`src/rtl/pueo_lowampa_pkg.sv`:
```
// Width helpers and the default beam map for the N-beam low-amplitude trigger.
package pueo_lowampa_pkg;

  localparam int MAPW       = 8;
  localparam int MAXMAPBITS = 2048;

  function automatic int sumWidth(input int nbits, input int nsum);
    return nbits + $clog2(nsum) + 1;
  endfunction

  function automatic int sqWidth(input int nbits, input int nsum);
    return 2 * sumWidth(nbits, nsum) - 2;
  endfunction

  function automatic int envWidth(input int nbits, input int nsum, input int nsamp, input int boxlen);
    return sqWidth(nbits, nsum) + $clog2(nsamp) + $clog2(boxlen / nsamp) + 1;
  endfunction

  // Beam b, slot j taps channel (b+j) % nchan; callers size-cast to their map width.
  function automatic logic [MAXMAPBITS-1:0] defaultMap(input int nbeams, input int nsum, input int nchan);
    logic [MAXMAPBITS-1:0] m;
    m = '0;
    for (int b = 0; b < nbeams; b++)
      for (int j = 0; j < nsum; j++)
        if ((b * nsum + j + 1) * MAPW <= MAXMAPBITS)
          m[(b * nsum + j) * MAPW +: MAPW] = MAPW'((b + j) % nchan);
    return m;
  endfunction

endpackage

```
`src/rtl/pueo_lowampa_beam_env.sv`:
```
// One beam: select/invert/sum (S1), square (S2), clock sum (S3), boxcar envelope (S4).
// Latency 4 clocks from data_i to envelope_o; free-running, no backpressure.
module pueo_lowampa_beam_env
  import pueo_lowampa_pkg::*;
#(
  parameter int NCHAN  = 8,
  parameter int NSAMP  = 4,
  parameter int NBITS  = 5,
  parameter int NSUM   = 5,
  parameter int BOXLEN = 8,
  parameter logic [NSUM*MAPW-1:0] MAP = (NSUM*MAPW)'(defaultMap(1, NSUM, NCHAN)),
  parameter logic [NSUM-1:0]      INV = '0
) (
  input  logic                                            clk_i,
  input  logic                                            rst_i,
  input  logic [NCHAN*NSAMP*NBITS-1:0]                    data_i,
  output logic [envWidth(NBITS, NSUM, NSAMP, BOXLEN)-1:0] envelope_o
);

  localparam int SUMW  = sumWidth(NBITS, NSUM);
  localparam int SQW   = sqWidth(NBITS, NSUM);
  localparam int CLKW  = SQW + $clog2(NSAMP);
  localparam int ENVW  = envWidth(NBITS, NSUM, NSAMP, BOXLEN);
  localparam int NHIST = BOXLEN / NSAMP - 1;
  localparam int HISTN = (NHIST > 0) ? NHIST : 1;

  if (BOXLEN % NSAMP != 0 || BOXLEN < NSAMP) begin : gBadBoxlen
    $error("BOXLEN must be a nonzero multiple of NSAMP");
  end

  logic signed [NBITS-1:0] sel [NSUM][NSAMP];

  for (genvar j = 0; j < NSUM; j++) begin : gSlot
    localparam int CH = int'(MAP[j*MAPW +: MAPW]);
    if (CH >= NCHAN) begin : gBadMap
      $error("BEAM_MAP entry exceeds NCHAN");
    end else begin : gTap
      for (genvar s = 0; s < NSAMP; s++) begin : gSamp
        assign sel[j][s] = data_i[NBITS*(NSAMP*CH+s) +: NBITS];
      end
    end
  end

  logic signed [SUMW-1:0] sumC  [NSAMP];
  logic        [SQW-1:0]  sqC   [NSAMP];
  logic signed [SUMW-1:0] s1Sum [NSAMP];
  logic        [SQW-1:0]  s2Sq  [NSAMP];
  logic        [CLKW-1:0] clkC;
  logic        [CLKW-1:0] s3Clk;
  logic        [CLKW-1:0] hist  [HISTN];
  logic        [ENVW-1:0] envC;

  // Negation happens after sign extension, so -2^(NBITS-1) inverts cleanly.
  always_comb begin
    for (int s = 0; s < NSAMP; s++) begin
      sumC[s] = '0;
      for (int j = 0; j < NSUM; j++) begin
        if (INV[j]) sumC[s] = sumC[s] - SUMW'(sel[j][s]);
        else        sumC[s] = sumC[s] + SUMW'(sel[j][s]);
      end
      sqC[s] = SQW'(s1Sum[s] * s1Sum[s]);
    end
    clkC = '0;
    for (int s = 0; s < NSAMP; s++) clkC = clkC + CLKW'(s2Sq[s]);
    envC = ENVW'(s3Clk);
    for (int k = 0; k < NHIST; k++) envC = envC + ENVW'(hist[k]);
  end

  always_ff @(posedge clk_i) begin
    if (rst_i) begin
      for (int s = 0; s < NSAMP; s++) begin
        s1Sum[s] <= '0;
        s2Sq[s]  <= '0;
      end
      s3Clk <= '0;
      for (int k = 0; k < HISTN; k++) hist[k] <= '0;
      envelope_o <= '0;
    end else begin
      for (int s = 0; s < NSAMP; s++) begin
        s1Sum[s] <= sumC[s];
        s2Sq[s]  <= sqC[s];
      end
      s3Clk   <= clkC;
      hist[0] <= s3Clk;
      for (int k = 1; k < HISTN; k++) hist[k] <= hist[k-1];
      envelope_o <= envC;
    end
  end

endmodule

```
`src/rtl/pueo_lowampa_nbeam_trigger.sv`:
```
// N-beam low-amplitude trigger: per-beam envelopes vs double-buffered thresholds with holdoff.
// Latency 5 clocks data_i -> trigger_o (envelope_o at 4); free-running, no backpressure.
module pueo_lowampa_nbeam_trigger
  import pueo_lowampa_pkg::*;
#(
  parameter int NBEAMS  = 2,
  parameter int NCHAN   = 8,
  parameter int NSAMP   = 4,
  parameter int NBITS   = 5,
  parameter int NSUM    = 5,
  parameter int BOXLEN  = 8,
  parameter int HOLDOFF = 4,
  parameter logic [NBEAMS*NSUM*MAPW-1:0] BEAM_MAP = (NBEAMS*NSUM*MAPW)'(defaultMap(NBEAMS, NSUM, NCHAN)),
  parameter logic [NBEAMS*NSUM-1:0]      BEAM_INV = '0,
  localparam int ENVW  = envWidth(NBITS, NSUM, NSAMP, BOXLEN),
  localparam int ADDRW = (NBEAMS > 1) ? $clog2(NBEAMS) : 1
) (
  input  logic                          clk_i,
  input  logic                          rst_i,
  input  logic [NCHAN*NSAMP*NBITS-1:0]  data_i,
  input  logic [ENVW-1:0]               thresh_i,
  input  logic [ADDRW-1:0]              thresh_addr_i,
  input  logic                          thresh_wr_i,
  input  logic                          thresh_update_i,
  output logic [NBEAMS-1:0]             trigger_o,
  output logic [NBEAMS*ENVW-1:0]        envelope_o
);

  localparam int HOLDW = (HOLDOFF > 0) ? $clog2(HOLDOFF + 1) : 1;

  logic [ENVW-1:0]  env       [NBEAMS];
  logic [ENVW-1:0]  shadowThr [NBEAMS];
  logic [ENVW-1:0]  activeThr [NBEAMS];
  logic [HOLDW-1:0] holdCnt   [NBEAMS];

  for (genvar b = 0; b < NBEAMS; b++) begin : gBeam
    pueo_lowampa_beam_env #(
      .NCHAN  (NCHAN),
      .NSAMP  (NSAMP),
      .NBITS  (NBITS),
      .NSUM   (NSUM),
      .BOXLEN (BOXLEN),
      .MAP    (BEAM_MAP[b*NSUM*MAPW +: NSUM*MAPW]),
      .INV    (BEAM_INV[b*NSUM +: NSUM])
    ) uEnv (
      .clk_i      (clk_i),
      .rst_i      (rst_i),
      .data_i     (data_i),
      .envelope_o (env[b])
    );
    assign envelope_o[b*ENVW +: ENVW] = env[b];
  end

  // Update reads the pre-write shadow, so a same-cycle write waits for the next update.
  always_ff @(posedge clk_i) begin
    if (rst_i) begin
      for (int b = 0; b < NBEAMS; b++) begin
        shadowThr[b] <= '1;
        activeThr[b] <= '1;
      end
    end else begin
      for (int b = 0; b < NBEAMS; b++) begin
        if (thresh_update_i) activeThr[b] <= shadowThr[b];
        if (thresh_wr_i && thresh_addr_i == ADDRW'(b)) shadowThr[b] <= thresh_i;
      end
    end
  end

  always_ff @(posedge clk_i) begin
    if (rst_i) begin
      trigger_o <= '0;
      for (int b = 0; b < NBEAMS; b++) holdCnt[b] <= '0;
    end else begin
      for (int b = 0; b < NBEAMS; b++) begin
        if (env[b] > activeThr[b] && holdCnt[b] == '0) begin
          trigger_o[b] <= 1'b1;
          holdCnt[b]   <= HOLDW'(HOLDOFF);
        end else begin
          trigger_o[b] <= 1'b0;
          if (holdCnt[b] != '0) holdCnt[b] <= holdCnt[b] - HOLDW'(1);
        end
      end
    end
  end

endmodule
```
`config.mk`:
```
export PLATFORM = sky130hd
export DESIGN_NAME = pueo_lowampa_nbeam_trigger
export DESIGN_NICKNAME = d
export VERILOG_FILES = /design/src/rtl/pueo_lowampa_pkg.sv /design/src/rtl/pueo_lowampa_beam_env.sv /design/src/rtl/pueo_lowampa_nbeam_trigger.sv
export SDC_FILE = /design/constraint.sdc
export NUM_CORES = 2
export LEC_CHECK = 0
export BUFFER_PORTS_ARGS = -buffer_cell sky130_fd_sc_hd__buf_4
export CAP_MARGIN = 15
export CORE_MARGIN = 2
export CORE_UTILIZATION = 64
export DETAILED_ROUTE_END_ITERATION = 8
export HOLD_SLACK_MARGIN = 0.02
export PLACE_DENSITY_LB_ADDON = 0.1
export SLEW_MARGIN = 10
export SYNTH_ARGS = -nofsm -noshare
export SYNTH_HDL_FRONTEND = slang
export SYNTH_HIERARCHICAL = 1
export SYNTH_SLANG_ARGS = --single-unit
```
`constraint.sdc`:
```
create_clock -name clk_i -period 5.4 [get_ports clk_i]
set_input_delay 1.08 -clock clk_i [delete_from_list [all_inputs] [get_ports clk_i]]
set_output_delay 1.08 -clock clk_i [all_outputs]
set_load 0.005 [all_outputs]
```
# [Yosys cells after proc, flatten, opt, wreduce, memory -nomap -nowiden]
# Memory sizes are Yosys's and may differ from the RTL's.
# Index checks and enable logic that the tools add are counted.
[word_totals] ff_bits=78 input_bits=185 wordCells=155 memories=9 output_inout_bits=42 mem_bits_rw=322
[memory_table] name="gBeam[0].uEnv.s2Sq" words=4 width=16 rd=4 rd_clocked_by_memory_dff=0 write_ports=4 line_no="pueo_lowampa_beam_env.sv:47" text="logic [SQW-1:0] s2Sq [NSAMP];"
[memory_table] name="gBeam[1].uEnv.s2Sq" words=4 width=16 rd=4 rd_clocked_by_memory_dff=0 write_ports=4 line_no="pueo_lowampa_beam_env.sv:47"
[memory_table] name="activeThr" words=2 width=20 rd=2 rd_clocked_by_memory_dff=0 write_ports=2 line_no="pueo_lowampa_nbeam_trigger.sv:33" text="logic [ENVW-1:0] activeThr [NBEAMS];"
[memory_table] name="shadowThr" words=2 width=20 rd=2 rd_clocked_by_memory_dff=0 write_ports=2 line_no="pueo_lowampa_nbeam_trigger.sv:32" text="logic [ENVW-1:0] shadowThr [NBEAMS];"
[memory_table] name="gBeam[0].uEnv.s1Sum" words=4 width=9 rd=4 rd_clocked_by_memory_dff=0 write_ports=4 line_no="pueo_lowampa_beam_env.sv:46" text="logic signed [SUMW-1:0] s1Sum [NSAMP];"
[memory_table] name="gBeam[1].uEnv.s1Sum" words=4 width=9 rd=4 rd_clocked_by_memory_dff=0 write_ports=4 line_no="pueo_lowampa_beam_env.sv:46"
[memory_table] name="3 more memories"
[op_classes] muxes=54 addsub=42 n_mul=8 magnitude_cmp=2 bitwise_logic=25 reduce_logical=10
[ops] operator="adder 9 x 5 -> 9 bit" count=16
[ops] operator="multiplier 9 x 9 -> 16 bit" count=8
[ops] operator="two-way mux 16 bit" count=8
[ops] operator="two-way mux 20 bit" count=4
[ops] operator="adder 18 x 16 -> 18 bit" count=4
[ops] operator="two-way mux 9 bit" count=8
[ops] operator="adder 6 x 5 -> 7 bit" count=8
[ops] operator="adder 5 x 5 -> 6 bit" count=8
[ops] operator="> comparator 20 bit" count=2
[ops] operator="adder 18 x 18 -> 19 bit" count=2
[ops] operator="two-way mux 18 bit" count=2
[ops] operator="OR reduction 18 bit" count=2
[ops] operator="adder 16 x 16 -> 17 bit" count=2
[ops] operator="two-way mux 1 bit" count=28
[ops] operator="bitwise OR 1 bit" count=24
[ops] operator="two-way mux 3 bit" count=4
[ops] operator="logical NOT 3 bit" count=2
[ops] operator="nonzero test 3 bit" count=2
[ops] operator="subtractor 3 x 1 -> 3 bit, second input constant" count=2
[ops] operator="logical AND 1 bit" count=4
[ops] operator="NOT 1 bit" count=1

# [Depth between registers and ports, before layout]
# An unclocked memory read counts as a cell.
[depth] ltp_word=8 mapped_depth=19 depth_no_buf=18

# [By module]
# The synthesis kept the hierarchy.
[by_module_without_submodules] module="pueo_lowampa_beam_env at gBeam[1].uEnv" cells_each=1781 instances=1 area_each_um2=17795.8 seq_area_each_um2=3022.9
[by_module_without_submodules] module="pueo_lowampa_beam_env at gBeam[0].uEnv" cells_each=1794 instances=1 area_each_um2=17763.3 seq_area_each_um2=3022.9
[by_module_without_submodules] module="pueo_lowampa_nbeam_trigger" cells_each=335 instances=1 area_each_um2=4274.1 seq_area_each_um2=2622.5

# [Worst setup path before layout]
# No wires, ideal clock.
[synth_path] path_kind="reg-to-reg" startpoint="mem gBeam[0].uEnv/s1Sum[2][7] (netlist bit)" endpoint="mem gBeam[0].uEnv/s2Sq[2][13] (netlist bit)" t_arrival_ns=4.657 stages_incl_launch_ff=20 t_required_ns=5.272 synth_period_minus_slack_ns=4.785 path_slack_ns=0.615 n_path_buf=1 setup_time_ns=0.128 cell_sequence="dfxtp_1 clkbuf_1 inv_2 nor2_1 inv_2 fa_1 inv_1 fa_1 inv_1 fa_1 fa_1 inv_1 fa_1 ha_1 o21ai_0 o21ai_1 a21o_1 a21oi_1 xor2_1 nor2_1"
[synth_lines] element="from (decl)" line_no="pueo_lowampa_beam_env.sv:46"
[synth_lines] element="to (decl)" line_no="pueo_lowampa_beam_env.sv:47"

==> results.rst <==
.. list-table::
   :header-rows: 1

   * - Metric
     - Value
   * - Run status
     - finished clean
   * - Number of different library cells in the post-synthesis netlist
     - 78
   * - Post-route cell area
     - 43800 µm²
   * - Commonest register cell after synthesis
     - sky130_fd_sc_hd__dfxtp_1
   * - Largest net degree at the start of global routing
     - 183
   * - Vias in the first global route
     - between 20000 and 30000
   * - DRC violation count after routing
     - 0
   * - Kind of path behind the tightest hold check
     - register to register
   * - CTS tree
     - built
   * - Startpoint of the worst hold path
     - gBeam[1].uEnv/s3Clk[17]$_SDFF_PP0_
   * - Average footprint of a synthesized cell
     - just over 10 µm²
   * - Placed wire-length estimate after detailed placement
     - 67.9 mm
   * - Destination of the critical timing path
     - gBeam[0].uEnv/s2Sq[2][13]$_SDFF_PP0_
   * - Cell area after synthesis
     - between 30000 and 40000 µm²
   * - Length of the first detailed-routing pass in iterations
     - 6
   * - Number of rows in the core area
     - a little over 90
   * - Kind of end point of the critical path
     - register
   * - Vias post-DR
     - around 27000
   * - Number of cells produced by synthesis
     - 3910
   * - Critical Path, Cell by Cell
     - inv_1 > nor2_1 > inv_2 > fa_1 > inv_1 > fa_1 > inv_1 > fa_1 > fa_1 > inv_1 > fa_1 > ha_1 > a211oi_1 > o21ai_1 > a21o_1 > a21oi_1 > xor2_1 > nor2_1
   * - Net total in the final layout
     - approximately 5300
   * - Port bufs
     - 184
   * - Source-to-sink clock delay at the later pin of the worst-skew pair
     - slightly below 0.6 ns
   * - Met2 Wirelength
     - ~38 mm
   * - Vias per cell
     - approximately 5.4
   * - Number of hold buffers added after cts
     - 0
   * - End of the worst register-to-register path
     - gBeam[0].uEnv/s2Sq[2][13]$_SDFF_PP0_
   * - Count of antenna-violating nets left after detailed routing
     - 0
   * - # IOs
     - around 230
   * - Part of the cycle the worst path needs
     - a little over nine tenths
   * - Antenna violations before repair
     - 4
   * - Number of buffers inserted during clock tree synthesis
     - 43
   * - Met1 Routed Length
     - roughly 37 mm
   * - Share of layout cells above drive strength 1
     - around 8.3%
   * - Longest Clk Path Bufs
     - 3
   * - Total wire length
     - approximately 82 mm
   * - Clock sink total
     - between 300 and 400
   * - WP data arrival
     - 5.53 ns
   * - Sum of met3 wire segment lengths after detailed routing
     - between 5 and 6 mm
   * - Highest Signal Layer
     - met5
   * - Die Outline Area
     - approximately 64000 µm²
   * - Placement-stage cell area
     - ~42000 µm²
   * - Worst clock skew
     - around 0.035 ns
   * - Most common cell type on the critical path
     - sky130_fd_sc_hd__fa_1
   * - Crit-path max cell delay
     - approximately 0.54 ns
   * - Initial Util
     - roughly 65%
   * - Kind of critical path
     - register to register
   * - RSZ-0062 raised after global routing
     - no
   * - Hold violation total from the final report
     - 0
   * - Clock root buffer master
     - sky130_fd_sc_hd__clkbuf_16
   * - Total of fill cells in the finished design
     - ~4600
   * - Number of failing setup endpoints in the final timing report
     - 0
   * - Initial DRC Count
     - ~1400
   * - Highest-count cells in the layout ignoring fill and taps
     - sky130_fd_sc_hd__inv_1, sky130_fd_sc_hd__fa_1, sky130_fd_sc_hd__ha_1, sky130_fd_sc_hd__dfxtp_1, sky130_fd_sc_hd__nor2_1
   * - Worst setup SP type
     - register
   * - Maximum net fanout on the critical path
     - 9
   * - FFs w/ async S/R, synth
     - 0%
   * - First-pass GRT wire length
     - ~140 mm
   * - Number of register bits inferred by synthesis
     - 390
   * - Worst-path cell with the longest stage delay
     - sky130_fd_sc_hd__fa_1
   * - Highest attainable clock frequency
     - between 150 and 200 MHz
   * - Sequential-to-total area share from yosys stat
     - 21.8%
   * - Die Ht
     - approximately 250 µm
   * - CTS H-Tree Depth
     - 2
   * - X dimension of the die
     - 253 µm
   * - Synth-to-Final Area Change
     - 9.91%
   * - Global placer's final weighted congestion
     - slightly above 0.9
   * - Setup TNS
     - 0 ns
   * - Number of maximum-capacitance constraint violations
     - 0
   * - Clk pin slew, worst setup/hold paths
     - approximately 0.07 ns
   * - Least-Margin Pin Slew
     - roughly 1 ns
   * - Max-slew violations
     - 0
   * - Number of cells on the worst reg-to-reg path
     - 18
   * - FF-to-FF Start
     - gBeam[0].uEnv/s1Sum[2][1]$_SDFF_PP0_
   * - Most common library cell in the layout ignoring fill and taps
     - sky130_fd_sc_hd__inv_1
   * - Critical Path RT
     - approximately 5.8 ns
   * - Core area
     - slightly above 60000 µm²
   * - Number of synthesized flops with an enable pin
     - 86
   * - Detail-routed net length per standard cell
     - 16.6 µm
   * - Final min period
     - between 5 and 6 ns
   * - Yosys warnings
     - 6
   * - GR Util All Layers
     - 26.9%
   * - Max-slew headroom
     - 34.5%
   * - Remaining global-route overflow
     - 0
   * - CP Launch Point
     - gBeam[0].uEnv/s1Sum[2][1]$_SDFF_PP0_
   * - Minimum setup slack among reg-to-reg paths
     - 0.30 ns
[how the worst min path moves through the flow]
stage                                           end  slack (ns)  depth (start not counted)
4_1_cts        gBeam[1].uEnv/hist[0][17]$_SDFF_PP0_        0.45                          1
3_3_place_gp    gBeam[0].uEnv/hist[0][2]$_SDFF_PP0_        0.46                          1
2_1_floorplan   gBeam[0].uEnv/hist[0][0]$_SDFF_PP0_        0.44                          1
3_5_place_dp    gBeam[0].uEnv/hist[0][0]$_SDFF_PP0_        0.46                          1
5_1_grt        gBeam[1].uEnv/hist[0][11]$_SDFF_PP0_        0.47                          1
6_report       gBeam[1].uEnv/hist[0][17]$_SDFF_PP0_        0.45                          1
[cell families after synthesis]
logic type / Yosys count / share of synthesized area (%)
AO/OA/AOI/OAI: 517 / 8.73
flip-flops: 390 / 21.8
buffers and inverters: 690 / 6.55
multiplexers: 22 / 0.641
AND/OR/NAND/NOR: 978 / 12.2
other: 4 / 0.0377
XOR/XNOR: 232 / 5.10
adder cells (fa/ha/maj): 1077 / 45.0
[critical path: cells and delay by family, from the launching register on]
family | cells | cell delay, ns
AOI/OAI and AO/OA | 4 | 0.87
xor gates and xnor gates | 1 | 0.17
adders and majority gates | 6 | 2.74
buffers and inverters | 5 | 0.37
DFF | 1 | 0.50
and+or+nand+nor | 2 | 0.29
[final cells by class]
| class | instances | area, µm² | share of cell area (%) |
|---|---|---|---|
| diodes | 3 | 7.51 | 0.0171 |
| clock buffers | 57 | 1200 | 2.74 |
| clock inverters | 23 | 393 | 0.897 |
| inverters | 603 | 2260 | 5.17 |
| multi-input cells | 2834 | 28600 | 65.3 |
| flip-flops and latches | 390 | 8670 | 19.8 |
| well taps | 837 | 1050 | 2.39 |
| repair buffers | 214 | 1630 | 3.72 |
[registers in the layout, summed over array words and instances, names as in the netlist]
signal	count
gBeam.uEnv/s1Sum	72
gBeam.uEnv/envelope_o	38
gBeam.uEnv/s2Sq	120
shadowThr	40
activeThr	40
gBeam.uEnv/hist	36
holdCnt	6
gBeam.uEnv/s3Clk	36
trigger_o	2
[Yosys cell counts, types with 51 or more instances]
cell | n | area, µm²
sky130_fd_sc_hd__o21ai_0 | 78 | 390
sky130_fd_sc_hd__ha_1 | 484 | 6060
sky130_fd_sc_hd__nor2_1 | 277 | 1040
sky130_fd_sc_hd__clkbuf_1 | 76 | 285
sky130_fd_sc_hd__nand2b_1 | 100 | 626
sky130_fd_sc_hd__xor2_1 | 51 | 447
sky130_fd_sc_hd__inv_1 | 599 | 2250
sky130_fd_sc_hd__a21o_1 | 70 | 526
sky130_fd_sc_hd__edfxtp_1 | 86 | 2580
sky130_fd_sc_hd__nor2b_1 | 178 | 1110
sky130_fd_sc_hd__dfxtp_1 | 304 | 6090
sky130_fd_sc_hd__fa_1 | 593 | 11900
sky130_fd_sc_hd__nor3_1 | 52 | 260
sky130_fd_sc_hd__xnor2_1 | 181 | 1590
sky130_fd_sc_hd__and2_1 | 111 | 694
sky130_fd_sc_hd__a21oi_1 | 126 | 631
sky130_fd_sc_hd__nand2_1 | 209 | 785
[per-layer routing]
layer  up-vias  global-route usage (%)
met5         -                       0
met4         2                    7.15
met3       108                    4.70
met2       643                    43.8
met1     13000                    37.3
li1      12900                       -
[stage by stage]
stage / setup slack (ns) / hold WS [ns] / cells / util (%)
floorplan: 0.615 / 0.445 / 3914 / -
global placement: 0.413 / 0.460 / 4878 / 68.5
detailed placement: 0.362 / 0.461 / 4878 / 68.5
CTS: 0.332 / 0.452 / 4958 / 71.1
global route: 0.0588 / 0.466 / 4959 / 71.1
finish: 0.298 / 0.452 / 4961 / 71.1
[repair_timing]
item                                   CTS  global route
resized for setup                        0             1
endpoints found under the hold margin    0             0
setup endpoints to repair                0             1
buffers inserted                         0             0
Power is not shown: default switching activity piles up to over one toggle a cycle in this logic, so the estimate is an artifact.
